**src/rtl/clkdiv_multi_if.sv**
```systemverilog
// Half-period load port for clkdiv_multi.
// Master drives a channel/half-period request, slave answers with ready.
interface clkdiv_multi_if #(
  parameter int CH = 4,
  parameter int W  = 32
);
  localparam int CW = (CH > 1) ? $clog2(CH) : 1;

  logic          cfg_valid;
  logic [CW-1:0] cfg_ch;
  logic [W-1:0]  cfg_half;
  logic          cfg_ready;

  modport master (
    output cfg_valid,
    output cfg_ch,
    output cfg_half,
    input  cfg_ready
  );

  modport slave (
    input  cfg_valid,
    input  cfg_ch,
    input  cfg_half,
    output cfg_ready
  );
endinterface

```
**src/rtl/clkdiv_multi.sv**
```systemverilog
// Multi-channel 50%-duty clock divider with shadowed half-period reload.
// Optional CLKDIV_TICK_EN macro enables the per-channel toggle tick.
module clkdiv_multi #(
  parameter int CLK_FREQ     = 50_000_000,
  parameter int DEFAULT_FREQ = 1,
  parameter int CH           = 4,
  parameter int W            = 32
) (
  input  logic          clk,
  input  logic          rst,
  input  logic [CH-1:0] en,
  input  logic          sync,
  clkdiv_multi_if.slave cfg,
  output logic [CH-1:0] clk_div,
  output logic [CH-1:0] tick
);
  localparam int CW = (CH > 1) ? $clog2(CH) : 1;
  localparam int DH = CLK_FREQ / (2 * DEFAULT_FREQ);
  localparam logic [W-1:0] DEFAULT_HALF =
    (DH < 1) ? W'(1) : W'(DH);

  logic [CH-1:0] pend;
  logic          ready_c;

  // Out-of-range channel numbers never match and read as ready.
  always_comb begin
    ready_c = 1'b1;
    for (int i = 0; i < CH; i++) begin
      if (cfg.cfg_ch == CW'(i)) ready_c = ~pend[i];
    end
  end

  assign cfg.cfg_ready = ready_c;

  for (genvar g = 0; g < CH; g++) begin : g_ch
    logic [W-1:0] cnt_q;
    logic [W-1:0] act_q;
    logic [W-1:0] sh_q;
    logic         pend_q;
    logic         div_q;
    logic         bnd;
    logic         hold;
    logic         load;
    logic         apply;

    assign bnd   = (cnt_q == act_q - W'(1));
    assign hold  = sync | ~en[g];
    assign load  = cfg.cfg_valid
                 & (cfg.cfg_ch == CW'(g))
                 & ~pend_q;
    // Shadow only moves to act on a toggle boundary or while held idle.
    assign apply = pend_q & (hold | bnd);

    always_ff @(posedge clk or negedge rst) begin
      if (!rst) begin
        cnt_q  <= '0;
        act_q  <= DEFAULT_HALF;
        sh_q   <= '0;
        pend_q <= 1'b0;
        div_q  <= 1'b0;
      end else begin
        if (hold) begin
          cnt_q <= '0;
          div_q <= 1'b0;
        end else if (bnd) begin
          cnt_q <= '0;
          div_q <= ~div_q;
        end else begin
          cnt_q <= cnt_q + W'(1);
        end
        if (apply) begin
          act_q  <= sh_q;
          pend_q <= 1'b0;
        end else if (load) begin
          sh_q   <= (cfg.cfg_half == '0) ? W'(1) : cfg.cfg_half;
          pend_q <= 1'b1;
        end
      end
    end

    assign pend[g]    = pend_q;
    assign clk_div[g] = div_q;

`ifdef CLKDIV_TICK_EN
    logic tick_q;

    always_ff @(posedge clk or negedge rst) begin
      if (!rst) begin
        tick_q <= 1'b0;
      end else begin
        tick_q <= ~hold & bnd;
      end
    end

    assign tick[g] = tick_q;
`else
    assign tick[g] = 1'b0;
`endif
  end
endmodule

```
**src/flat_wrapper.sv**
```systemverilog
// flat-port wrapper written by rule: the top's interface ports become plain ports
module clkdiv_multi_flat 
#(
  parameter int CLK_FREQ     = 50_000_000,
  parameter int DEFAULT_FREQ = 1,
  parameter int CH           = 4,
  parameter int W            = 32
)
  (clk, rst, en, sync, clk_div, tick, cfg_cfg_valid, cfg_cfg_ch, cfg_cfg_half, cfg_cfg_ready);
  clkdiv_multi_if #(.CH(CH), .W(W)) cfg_i ();
  input  logic clk;
  input  logic rst;
  input  logic [CH-1:0] en;
  input  logic sync;
  output logic [CH-1:0] clk_div;
  output logic [CH-1:0] tick;
  input wire logic [$bits(cfg_i.cfg_valid)-1:0] cfg_cfg_valid;
  input wire logic [$bits(cfg_i.cfg_ch)-1:0] cfg_cfg_ch;
  input wire logic [$bits(cfg_i.cfg_half)-1:0] cfg_cfg_half;
  output wire logic [$bits(cfg_i.cfg_ready)-1:0] cfg_cfg_ready;
  assign cfg_i.cfg_valid = cfg_cfg_valid;
  assign cfg_i.cfg_ch = cfg_cfg_ch;
  assign cfg_i.cfg_half = cfg_cfg_half;
  assign cfg_cfg_ready = cfg_i.cfg_ready;
  clkdiv_multi #(.CLK_FREQ(CLK_FREQ), .DEFAULT_FREQ(DEFAULT_FREQ), .CH(CH), .W(W)) u_core (.clk(clk), .rst(rst), .en(en), .sync(sync), .cfg(cfg_i), .clk_div(clk_div), .tick(tick));
endmodule
```
**config.mk**
```make
export PLATFORM = sky130hd
export DESIGN_NAME = clkdiv_multi_flat
export DESIGN_NICKNAME = d
export VERILOG_FILES = /design/src/rtl/clkdiv_multi_if.sv /design/src/rtl/clkdiv_multi.sv /design/src/flat_wrapper.sv
export SDC_FILE = /design/constraint.sdc
export NUM_CORES = 1
export LEC_CHECK = 0
export ABC_CLOCK_PERIOD_IN_PS = 4300
export CAP_MARGIN = 20
export CORE_MARGIN = 5
export CORE_UTILIZATION = 30
export CTS_CLUSTER_SIZE = 14
export DETAILED_ROUTE_END_ITERATION = 8
export GPL_TIMING_DRIVEN = 0
export PLACE_DENSITY = 0.55
export RECOVER_POWER = 100
export SYNTH_ARGS = -nofsm -noshare
export SYNTH_HDL_FRONTEND = slang
export SYNTH_SLANG_ARGS = --single-unit
```
**constraint.sdc**
```tcl
create_clock -name clk -period 4.3 [get_ports clk]
set_input_delay 0.86 -clock clk [delete_from_list [all_inputs] [get_ports clk]]
set_output_delay 0.86 -clock clk [all_outputs]
set_load 0.03 [all_outputs]
```
---- After elaboration in Yosys (flattened, before gate mapping) ----
Cells that the tools add are included.
W data, S select, Z words.
cells by class
  $add $sub $neg .......................... 8
  equality and inequality tests ........... 7
  muxes and demuxes ....................... 29
  bitwise operators ....................... 36
  reductions and logical operators ........ 14
operator list
  kind                     count
  $mux W32                 9
  $add A32 B1 Y32 const B  4
  $eq A32 B32 Y1           4
  $sub A32 B1 Y32 const B  4
  $logic_not A32 Y1        1
  $mux W1                  20
  $not A1 Y1               16
  $reduce_bool A2 Y1       8
  $and A1 B1 Y1            12
  $or A1 B1 Y1             8
  $reduce_and A2 Y1        4
  $eq A2 B2 Y1 const B     2
  $eq A2 B1 Y1 const B     1
  $logic_not A2 Y1         1
word-level totals
  flip-flop bits (word level) ............. 392
  input bits .............................. 42
  output and inout port bits .............. 9
  logic and storage cells ................. 114

---- Longest topological paths before layout ----
Gate-level depths: netlist of run 1.
  depth in word-level cells ............... 6
  depth in mapped cells ................... 13
  mapped depth without buffers ............ 10

---- Worst setup path before layout of run 1 ----
OpenSTA, ideal clock, no wires.
  kind .................................... register to register
  start ................................... register u_core.g_ch[3].act_q[0]
  end ..................................... register u_core.g_ch[3].act_q[10]
  setup time .............................. 0.125 ns
  data arrival time ....................... 3.618 ns
  required time ........................... 4.175 ns
  setup slack ............................. 0.557 ns
  cell stages (with the launch flop) ...... 13
  path buffers ............................ 2
  period minus slack after synthesis ...... 3.743 ns
  cells stage by stage .................... dfrtp_1 > inv_1 > ha_1 > or4b_1 > buf_2 > or4b_1 > and3_1 > o31a_1 > a2111oi_2 > nand4_1 > o41ai_4 > buf_6 > mux2_4
on the way
  word-level cells in the longest chain between the ends .. 4
ends and longest elaborated chain
  what                    line                RTL
  from (decl)             clkdiv_multi.sv:37  logic [W-1:0] act_q;
  from (signal assigned)  clkdiv_multi.sv:72  act_q <= sh_q;
  $sub A32 B1 Y32         clkdiv_multi.sv:46  assign bnd = (cnt_q == act_q - W'(1));
  $eq A32 B32 Y1          clkdiv_multi.sv:46
  $or A1 B1 Y1            clkdiv_multi.sv:52  assign apply = pend_q & (hold | bnd);
  $and A1 B1 Y1           clkdiv_multi.sv:52
No other way between the ends.
A chain may end at the register's enable or synchronous reset.

---- Worst setup path after layout of run 1 ----
  start ................................... register u_core.g_ch[0].act_q[0]
  end ..................................... register u_core.g_ch[0].act_q[28]
on the way
  word-level cells in the longest chain between the ends .. 4
ends and longest elaborated chain
  what                    line
  from (decl)             clkdiv_multi.sv:37
  from (signal assigned)  clkdiv_multi.sv:72
  $sub A32 B1 Y32         clkdiv_multi.sv:46
  $eq A32 B32 Y1          clkdiv_multi.sv:46
  $or A1 B1 Y1            clkdiv_multi.sv:52
  $and A1 B1 Y1           clkdiv_multi.sv:52
No other way between the ends.

==> metrics.yaml, run 1 <==
status: "complete, but fails checks"
violations: "capacitance limit, slew limit"
critical_path_required_ns: 4.76
synth_adder_area_share_pct: 0.458
synth_top_family_by_area: "simple AND/OR/NAND/NOR gates"
crit_start: "u_core.g_ch[0].act_q[0]$_DFFE_PN0P_"
vias: 16600
power.total_mw: 12.5
via_per_inst: 5.15
power_density_nw_per_um2: 497
yosysSeqAreaShare_pct: 45.1
numPortBuffers: 46
diodes: 0
dp_hpwl_um: 44500
nFillCells: 7345
worstSetupPathType: "flop to flop"
path_cells: "inv_1 -> ha_1 -> or3b_2 -> clkbuf_1 -> nor4_4 -> nand2_1 -> o41a_1 -> a2111o_1 -> o31ai_4 -> buf_4 -> mux2_2"
die_h_um: 280
utilization_pct: 34.7
r2r_end: "u_core.g_ch[0].act_q[28]$_DFFE_PN0P_"
io_pins: 51
placed_cells: 3137
grt-ovfl-total: 0
die_width_um: 280
maxCapViolations: 1
globalRouteTotalUtil_pct: 14.9
rr_worst_depth: 11
worstPathMaxFanout: 10
fin_skew_ns: 0.0225
tightestPinTransition_ns: 1.91
regArea_um2: 9870
placed_cell_area_um2: 23600
period_needed_ns: 4.12
synth-xor-area-share_pct: 10.6
rows: 99
wl_per_cell_um: 18.5
routed_wl_um: 59800
period_share_pct: 95.7
multiInputGateArea_um2: 11400
core_area_um2: 72600
ys.flop_type: "dfrtp_1"
htree_levels: 2
ir_drop_uv: 213
drt_iter0_drc: 1007
drcViolationCount: 0
synth_edf_count: 0
final_max_slew_viol_count: 75
cp_top_family: "compound AO/OA/AOI/OAI gates"
design_area_um2: 25200
synth-seq-cells: 392
avgSynthCellArea_um2: 10.3
max_stage_delay_ns: 0.48
grt_pass1_wl_um: 94300
cts_root_buf: "clkbuf_16"
relSlewSlack_pct: -27.3
rsz0062_at_grt: "false"
clk_pin_slew_ns: 0.06
place_congestion: 0.853
synthMuxAreaShare_pct: 12.7
post-place-ws_ns: -0.468
drive_above_1_share_pct: 16.2
firstDrtPassIters: 5
syn-instance-count: 2124
p_leak_nw: 9.62
worst_setup_path_end_kind: "flop"
hold_viol_final: 0
start_util_pct: 30.1
hp-class: "flop to flop"
hold_path_startpoint: "u_core.g_ch[3].sh_q[0]$_DFFE_PN0P_"
syn_to_final_growth_pct: 15.1
async_flop_share_pct: 100
finalSetupViolations: 0
numClockSinks: 392
cts_tree: "yes"
ys_types: 85
fin_cells: 3226
grt_pass1_vias: 16800
slowest_stage: "o41a_1"
grt_start_max_net_pins: 124
clock_latency_ns: 0.58
synth_compound_area_share_pct: 8.48
cts_made_buffers: 44
synthSimpleGateAreaFrac_pct: 19.5
yosysWarningCount: 0
syn_area_um2: 21900
regToRegSetupSlack_ns: 0.18
min_to: "u_core.g_ch[3].sh_q[0]$_DFFE_PN0P_"
start_kind: "flop"
die_area_um2: 78400
cp.buffers_inverters: 3
min_delay_path_depth: 2
fin_ws_ns: 0.183
ant_nets: 0
fmax_mhz: 243
antenna_found_initial: 2
fin_nets: 2281
cts_buffer_depth: 3
reg2reg_from: "u_core.g_ch[0].act_q[0]$_DFFE_PN0P_"
cp.arrival_ns: 4.57
worst max-delay path by stage:
stage | end | cells past startpoint
2_1_floorplan | u_core.g_ch[3].act_q[10]$_DFFE_PN0P_ | 12
3_3_place_gp | u_core.g_ch[1].cnt_q[1]$_DFF_PN0_ | 1
3_5_place_dp | u_core.g_ch[1].cnt_q[30]$_DFF_PN0_ | 12
4_1_cts | u_core.g_ch[3].cnt_q[26]$_DFF_PN0_ | 10
5_1_grt | u_core.g_ch[2].act_q[29]$_DFFE_PN0P_ | 11
6_report | u_core.g_ch[0].act_q[28]$_DFFE_PN0P_ | 11
routing by layer:
layer	part of all wire [%]	vias to the layer above	track usage (%)
met5	0.022	-	0
met4	4.2	2	5.87
met3	3.3	118	1.84
met2	48	290	25.6
met1	45	8322	19.2
li1	-	7897	-
stage by stage:
| step | setup TNS (ns) | hold slack, ns |
|---|---|---|
| global placement | -5409.20 | 0.464 |
| finish | 0 | 0.481 |
| CTS | 0 | 0.242 |
| global route | 0 | 0.499 |
| detailed placement | -36.21 | 0.466 |
| floorplan | 0 | 0.444 |
power by group:
group	leakage, nW	switching [mW]	internal (mW)
sequential	4.85	0.836	4.55
clock	0.728	1.59	2.31
combinational	4.04	1.76	1.47
total	9.62	4.18	8.33
worst reg2reg max path, cell delays in order, from the launching register on:
cell and delay, ns:
dfrtp_1 0.47, inv_1 0.10, ha_1 0.22, or3b_2 0.45
clkbuf_1 0.19, nor4_4 0.44, nand2_1 0.16, o41a_1 0.48
a2111o_1 0.44, o31ai_4 0.41, buf_4 0.28, mux2_2 0.36
cell usage in the layout (no fill, tap or decap), types with 8 or more instances in the layout:
master	count
a211oi_1	12
a21oi_1	25
a31oi_1	10
and2_1	13
and3_1	36
and4_1	10
buf_4	17
clkbuf_1	108
clkbuf_16	45
clkbuf_8	8
clkdlybuf4s50_1	38
dfrtp_1	344
dfstp_2	48
inv_1	37
mux2_1	55
mux2_2	162
mux2i_1	13
nand2_1	158
nand2b_1	17
nand3_1	70
nand3b_1	10
nand4_1	47
nand4b_1	11
nor2_1	179
nor2b_1	16
nor3_1	88
nor4_1	56
o211ai_1	71
o21ai_0	28
o311ai_0	8
o31ai_1	10
or2_2	9
or3_1	29
or4_1	18
xnor2_1	134
xor2_1	131
cell families after synthesis:
logic type      Yosys count
mux                     238
other cells               1
compound gates          247
simple gates            814
xor+xnor                265
fa+ha+maj                 8
buf+inv                 159
flops                   392
area by class of cell:
cell class | count | share of cell area, %
multi-input cells | 1576 | 45.2
plain buffers | 122 | 2.10
clock inverters | 17 | 0.815
repair buffers | 58 | 2.30
flip-flops and latches | 392 | 39.2
well taps | 959 | 4.77
clock buffers | 65 | 5.09
inverters | 37 | 0.552
synth_stat cells, types with 12 or more instances:
master	instances	area, um^2
nor2_1	180	676
and2_1	13	81.3
o211ai_1	71	533
and3_1	36	225
or4_1	18	135
clkbuf_1	92	345
xnor2_1	134	1170
a211oi_1	12	90.1
nand2b_1	17	106
nand2_1	158	593
o21ai_0	28	140
a21oi_1	26	130
mux2_1	31	349
xor2_1	131	1150
or3_1	29	181
dfstp_2	48	1260
nand3_1	70	350
mux2i_1	14	140
nand4_1	47	294
nor2b_1	16	100
dfrtp_1	344	8610
inv_1	37	139
mux2_4	30	450
mux2_2	162	1820
nor4_1	61	382
nor3_1	91	455
flip-flops by register name, summed over array words and instances (netlist names):
| name | flops |
|---|---|
| u_core.g_ch.cnt_q | 128 |
| u_core.g_ch.act_q | 128 |
| u_core.g_ch.sh_q | 128 |
| u_core.g_ch.div_q | 4 |
| u_core.g_ch.pend_q | 4 |
repair_timing:
action	4_1_cts	5_1_grt
resized for setup	8	19
setup endpoints to repair	164	171
hold buffers	0	0
buffers inserted	0	5
pin swaps	0	3
(Power assumes the default switching activity.)
==> run 2, diff against run 1 <==
Settings changed: GPL_TIMING_DRIVEN 0 to not set.
==> run 2 against run 1 <==
Sequential power increased by 4.1%. Largest power group unchanged. Highest routed layer is now met4. The flow still finishes with violations (capacitance limit, slew limit). Global-route usage decreased by 0.097 points. Critical endpoint is now u_core.g_ch[2].act_q[30]$_DFFE_PN0P_. Non-clock buffer count decreased by 73. First-iteration DRC count increased by 1.5%.
==> metrics.yaml, run 2 (synthesis gave the netlist of run 1 again) <==
worst_setup_path_end_kind: "flop"  # unchanged
power.total_mw: 12.4  # was 12.5 mW
relSlewSlack_pct: -41.3  # was -27.3%
place_congestion: 0.880  # was 0.853
routed_wl_um: 58800  # was 59800 um
vias: 16400  # was 16600
rows: 99  # unchanged
ant_nets: 0  # unchanged
cts_tree: "yes"  # unchanged
regToRegSetupSlack_ns: 0.27  # was 0.18 ns
grt-ovfl-total: 0  # unchanged
status: "complete, but fails checks"  # unchanged
cts_made_buffers: 42  # was 44
htree_levels: 2  # unchanged
postCtsHoldBufs: 0  # unchanged
p_seq_share_pct: 45.3  # was 43.1%
design_area_um2: 24900  # was 25200 um^2
numPortBuffers: 46  # unchanged
max_stage_delay_ns: 0.67  # was 0.48 ns
io_pins: 51  # unchanged
fin_nets: 2206  # was 2281
postCtsSetupBuffers: 0  # unchanged
core_area_um2: 72600  # unchanged
p_switching_mw: 4.13  # was 4.18 mW
crit_cells: 11  # unchanged
die_area_um2: 78400  # unchanged
finalSetupViolations: 0  # unchanged
final_common_cell: "dfrtp_1"  # unchanged
p_leak_nw: 9.57  # was 9.62 nW
globalRouteTotalUtil_pct: 14.8  # was 14.9%
reg2reg_from: "u_core.g_ch[2].act_q[0]$_DFFE_PN0P_"  # was u_core.g_ch[0].act_q[0]$_DFFE_PN0P_
start_util_pct: 30.1  # unchanged
cts_buffer_depth: 3  # unchanged
dp_hpwl_um: 42500  # was 44500 um
nFillCells: 7308  # was 7345
period_share_pct: 93.7  # was 95.7%
regArea_um2: 9870  # unchanged
cp.arrival_ns: 4.48  # was 4.57 ns
hp-class: "flop to flop"  # unchanged
maxCapViolations: 5  # was 1
fin_skew_ns: 0.0203  # was 0.0225 ns
p_comb_share_pct: 23.8  # was 25.8%
drcViolationCount: 0  # unchanged
power_density_nw_per_um2: 498  # was 497 nW/um^2
antenna_found_initial: 0  # was 2
numClockSinks: 392  # unchanged
path_cells: "inv_1 -> ha_1 -> or4b_2 -> nor3_2 -> nand4b_1 -> mux2i_1 -> nand3_1 -> or4b_1 -> o32a_1 -> buf_4 -> mux2_1"  # was inv_1 -> ha_1 -> or3b_2 -> clkbuf_1 -> nor4_4 -> nand2_1 -> o41a_1 -> a2111o_1 -> o31ai_4 -> buf_4 -> mux2_2
final_max_slew_viol_count: 263  # was 75
via_per_inst: 5.22  # was 5.15
multiInputGateArea_um2: 11300  # was 11400 um^2
period_needed_ns: 4.03  # was 4.12 ns
die_width_um: 280  # unchanged
internal_power_mw: 8.26  # was 8.33 mW
clock_latency_ns: 0.58  # about the same
hold_path_startpoint: "u_core.g_ch[2].sh_q[11]$_DFFE_PN0P_"  # was u_core.g_ch[3].sh_q[0]$_DFFE_PN0P_
utilization_pct: 34.2  # was 34.7%
cts_resized: 0  # was 8
wl_per_cell_um: 18.7  # was 18.5 um
min_delay_path_depth: 1  # was 2
p_clk_share_pct: 30.9  # was 31.2%
diodes: 0  # unchanged
sw_frac_of_total_pct: 33.3  # was 33.4%
rr_worst_depth: 11  # unchanged
syn_to_final_growth_pct: 13.7  # was 15.1%
start_kind: "flop"  # unchanged
slowest_stage: "or4b_2"  # was o41a_1
hold_viol_final: 0  # unchanged
placed_cells: 3071  # was 3137
worstSetupPathType: "flop to flop"  # unchanged
setup_tns_ns: 0  # unchanged
cp_top_family: "simple AND/OR/NAND/NOR gates"  # was compound AO/OA/AOI/OAI gates
grt_start_max_net_pins: 86  # was 124
rsz0062_at_grt: "false"  # unchanged
grt_pass1_vias: 16600  # was 16800
worstPathMaxFanout: 32  # was 10
crit_start: "u_core.g_ch[2].act_q[0]$_DFFE_PN0P_"  # was u_core.g_ch[0].act_q[0]$_DFFE_PN0P_
critical_path_required_ns: 4.75  # was 4.76 ns
clk_pin_slew_ns: 0.06  # about the same
mostFrequentLayoutCells: "344 x dfrtp_1, 180 x nor2_1, 161 x mux2_2"  # was 344 x dfrtp_1, 179 x nor2_1, 162 x mux2_2
tightestPinTransition_ns: 2.12  # was 1.91 ns
firstDrtPassIters: 5  # unchanged
placed_cell_area_um2: 23600  # about the same
reg_top3: "u_core.g_ch.act_q (128), u_core.g_ch.cnt_q (128), u_core.g_ch.sh_q (128)"  # unchanged
fmax_mhz: 248  # was 243 MHz
fin_cells: 3148  # was 3226
drive_above_1_share_pct: 17.0  # was 16.2%
cp.buffers_inverters: 2  # was 3
drt_iter0_drc: 1022  # was 1007
grt_pass1_wl_um: 94800  # was 94300 um
cts_root_buf: "clkbuf_16"  # unchanged
violations: "capacitance limit, slew limit"  # unchanged
die_h_um: 280  # unchanged
ir_drop_uv: 233  # was 213 uV
-- run 2: cell count changes in the layout (fill, tap and decap cells not counted), moves of 4 or more --
cell / delta
clkbuf_1: -93
nor4_1: +5
buf_4: +26
buf_2: -5
mux2_1: +4
buf_12: +5
buf_1: -5
-- run 2: path summary, 6_finish.rpt --
check	end
max in group asynchronous	u_core.g_ch[0].cnt_q[3]$_DFF_PN0_
min reg2reg	u_core.g_ch[2].act_q[11]$_DFFE_PN1P_
max	u_core.g_ch[2].act_q[30]$_DFFE_PN0P_
max reg2reg	u_core.g_ch[2].act_q[30]$_DFFE_PN0P_
min in group asynchronous	u_core.g_ch[2].cnt_q[27]$_DFF_PN0_
min	u_core.g_ch[2].act_q[11]$_DFFE_PN1P_
-- run 2: layout make-up --
cell class	instances	area share [%]
clock buffer	60	4.91
sequential	392	39.7
clock inverter	17	0.896
timing repair buffer	107	3.80
multi-input combinational	1576	45.3
inverter	37	0.559
tap	959	4.83
-- run 2: power by group through the flow --
stage | clock network, mW | registers, mW | logic, mW
2_1_floorplan | 0 | 5.12 | 2.52
3_3_place_gp | 0 | 5.62 | 2.97
3_5_place_dp | 0 | 5.66 | 3.02
4_1_cts | 3.96 | 5.60 | 3.04
5_1_grt | 4.09 | 5.74 | 3.26
6_report | 3.83 | 5.61 | 2.94
-- run 2: routing by layer --
metal | global-route usage, % | wire length, um | share of wire [%]
met1 | 20.7 | 27700 | 47
met2 | 23.9 | 27400 | 47
met3 | 1.88 | 1870 | 3.2
met4 | 4.82 | 1890 | 3.2
met5 | 0 | 0 | 0
-- run 2: per-stage QoR --
stage               hold slack, ns  setup WS, ns
floorplan                    0.444         0.557
global placement             0.464         0.371
detailed placement           0.474         0.304
CTS                          0.286         0.276
global route                 0.507        0.0107
finish                       0.482         0.271
==> run 3, diff against run 2 <==
Settings changed: CTS_CLUSTER_SIZE 14 to 28, HOLD_SLACK_MARGIN set to 0.03, SETUP_SLACK_MARGIN set to 0.02.
==> run 3 against run 2 <==
The flow still finishes with violations (capacitance limit, slew limit). Register-to-register slack improved by 0.02 ns. Via count decreased by 0.15%. Worst setup slack improved by 0.015 ns. Combinational power about the same. Die area unchanged. Core utilization about the same. Design area about the same. Non-clock buffer count unchanged. Routed wire length increased by 0.11%. Total power about the same. Global-route usage unchanged. Count of clock-buffer cells in the layout unchanged. Highest routed layer unchanged.
==> metrics.yaml, run 3 (synthesis gave the netlist of run 1 again) <==
cp.arrival_ns: 4.47  # was 4.48 ns
die_width_um: 280  # unchanged
firstDrtPassIters: 5  # unchanged
numPortBuffers: 46  # unchanged
hold_viol_final: 0  # unchanged
grt_pass1_vias: 16600  # unchanged
cts_tree: "yes"  # unchanged
antenna_found_initial: 0  # unchanged
rsz0062_at_grt: "false"  # unchanged
worstPathMaxFanout: 32  # unchanged
design_area_um2: 24900  # about the same
rows: 99  # unchanged
finalSetupViolations: 0  # unchanged
via_per_inst: 5.21  # was 5.22
postCtsHoldBufs: 0  # unchanged
hp-class: "flop to flop"  # unchanged
fin_nets: 2206  # unchanged
fmax_mhz: 249  # was 248 MHz
drive_above_1_share_pct: 17.0  # unchanged
start_kind: "flop"  # unchanged
routed_wl_um: 58900  # was 58800 um
nFillCells: 7301  # was 7308
power_density_nw_per_um2: 498  # about the same
rr_worst_depth: 11  # unchanged
fin_ws_ns: 0.287  # was 0.271 ns
period_share_pct: 93.3  # was 93.7%
setup_tns_ns: 0  # unchanged
cts_made_buffers: 42  # unchanged
status: "complete, but fails checks"  # unchanged
post-place-ws_ns: 0.304  # unchanged
mostFrequentLayoutCells: "344 x dfrtp_1, 180 x nor2_1, 161 x mux2_2"  # unchanged
start_util_pct: 30.1  # unchanged
numClockSinks: 392  # unchanged
placed_cells: 3071  # unchanged
cp.buffers_inverters: 2  # unchanged
relSlewSlack_pct: -41.0  # was -41.3%
die_h_um: 280  # unchanged
cts_root_buf: "clkbuf_16"  # unchanged
violations: "capacitance limit, slew limit"  # unchanged
die_area_um2: 78400  # unchanged
min_delay_path_depth: 1  # unchanged
path_cells: "inv_1 -> ha_1 -> or4b_2 -> nor3_4 -> nand4b_1 -> mux2i_1 -> nand3_1 -> or4b_1 -> o32a_1 -> clkbuf_4 -> mux2_1"  # was inv_1 -> ha_1 -> or4b_2 -> nor3_2 -> nand4b_1 -> mux2i_1 -> nand3_1 -> or4b_1 -> o32a_1 -> buf_4 -> mux2_1
drt_iter0_drc: 990  # was 1022
critical_path_required_ns: 4.75  # about the same
tightestPinTransition_ns: 2.12  # about the same
maxCapViolations: 4  # was 5
cts_buffer_depth: 3  # unchanged
place_congestion: 0.880  # unchanged
p_leak_nw: 9.57  # about the same
grt-ovfl-total: 0  # unchanged
reg2reg_from: "u_core.g_ch[2].act_q[0]$_DFFE_PN0P_"  # unchanged
hold_path_startpoint: "u_core.g_ch[2].sh_q[11]$_DFFE_PN0P_"  # unchanged
period_needed_ns: 4.01  # was 4.03 ns
io_pins: 51  # unchanged
final_common_cell: "dfrtp_1"  # unchanged
reg_top3: "u_core.g_ch.act_q (128), u_core.g_ch.cnt_q (128), u_core.g_ch.sh_q (128)"  # unchanged
placed_cell_area_um2: 23600  # unchanged
slowest_stage: "or4b_2"  # unchanged
regToRegSetupSlack_ns: 0.29  # was 0.27 ns
fin_cells: 3148  # unchanged
drcViolationCount: 0  # unchanged
dp_hpwl_um: 42500  # unchanged
syn_to_final_growth_pct: 13.8  # was 13.7%
diodes: 0  # unchanged
max_stage_delay_ns: 0.69  # was 0.67 ns
grt_pass1_wl_um: 94800  # unchanged
wl_per_cell_um: 18.7  # about the same
final_max_slew_viol_count: 190  # was 263
core_area_um2: 72600  # unchanged
clock_latency_ns: 0.58  # about the same
min_to: "u_core.g_ch[2].act_q[11]$_DFFE_PN1P_"  # unchanged
fin_skew_ns: 0.0205  # was 0.0203 ns
grt_start_max_net_pins: 86  # unchanged
worst_setup_path_end_kind: "flop"  # unchanged
cp_top_family: "simple AND/OR/NAND/NOR gates"  # unchanged
ant_nets: 0  # unchanged
ir_drop_uv: 232  # was 233 uV
htree_levels: 2  # unchanged
clk_pin_slew_ns: 0.06  # about the same
r2r_end: "u_core.g_ch[2].act_q[30]$_DFFE_PN0P_"  # unchanged
globalRouteTotalUtil_pct: 14.8  # unchanged
worstSetupPathType: "flop to flop"  # unchanged
vias: 16400  # about the same
## run 3: layer usage
| metal | track usage, % | vias to the layer above | wire length, um |
|---|---|---|---|
| met2 | 23.9 | 321 | 27400 |
| met5 | 0 | - | 0 |
| met4 | 4.82 | 0 | 1830 |
| met3 | 1.88 | 104 | 1950 |
| li1 | - | 7748 | - |
| met1 | 20.7 | 8229 | 27700 |
## run 3: stage by stage
| step | util (%) | power [mW] | hold slack (ns) |
|---|---|---|---|
| after floorplan | - | 7.63 | 0.444 |
| after global placement | 32.6 | 8.59 | 0.464 |
| after detailed placement | 32.6 | 8.69 | 0.474 |
| after CTS | 34.6 | 12.6 | 0.286 |
| after global routing | 34.3 | 13.1 | 0.507 |
| final | 34.3 | 12.4 | 0.482 |
## run 3: worst max-delay path by stage
stage | startpoint | endpoint | slack [ns] | depth (start not counted)
after floorplan | u_core.g_ch[3].act_q[0]$_DFFE_PN0P_ | u_core.g_ch[3].act_q[10]$_DFFE_PN0P_ | 0.56 | 12
after global placement | u_core.g_ch[3].act_q[0]$_DFFE_PN0P_ | u_core.g_ch[3].act_q[31]$_DFFE_PN0P_ | 0.37 | 12
after detailed placement | u_core.g_ch[3].act_q[0]$_DFFE_PN0P_ | u_core.g_ch[3].act_q[31]$_DFFE_PN0P_ | 0.30 | 11
after CTS | u_core.g_ch[3].act_q[0]$_DFFE_PN0P_ | u_core.g_ch[3].act_q[31]$_DFFE_PN0P_ | 0.28 | 11
after global routing | u_core.g_ch[0].act_q[20]$_DFFE_PN1P_ | u_core.g_ch[0].act_q[0]$_DFFE_PN0P_ | 0.10 | 9
final | u_core.g_ch[2].act_q[0]$_DFFE_PN0P_ | u_core.g_ch[2].act_q[30]$_DFFE_PN0P_ | 0.29 | 11
## run 3: worst reg2reg max path, delay by kind of cell (launching register included)
family                     cells  cell delay, ns
and+or+nand+nor                5            1.81
muxes                          2            0.66
DFF                            1            0.43
buffers and inverters          2            0.43
AOI/OAI and AO/OA              1            0.33
adders and majority gates      1            0.25
## run 3: final cells by class
type	instances	area, um^2	share of cell area [%]
Sequential cell	392	9870	39.7
Clock inverter	17	223	0.895
Timing Repair Buffer	107	970	3.90
Inverter	37	139	0.558
Tap cell	959	1200	4.82
Multi-Input combinational cell	1576	11300	45.3
Clock buffer	60	1220	4.90
## run 3: power breakdown
group	internal, mW	switching (mW)
registers	4.56	1.06
clock network	2.28	1.55
logic	1.43	1.52
## run 3: repair_timing
| item | in CTS | in global routing |
|---|---|---|
| buffers inserted | 0 | 0 |
| endpoints found under the hold margin | 0 | 0 |
| setup endpoints to repair | 0 | 2 |
| resized for setup | 0 | 1 |
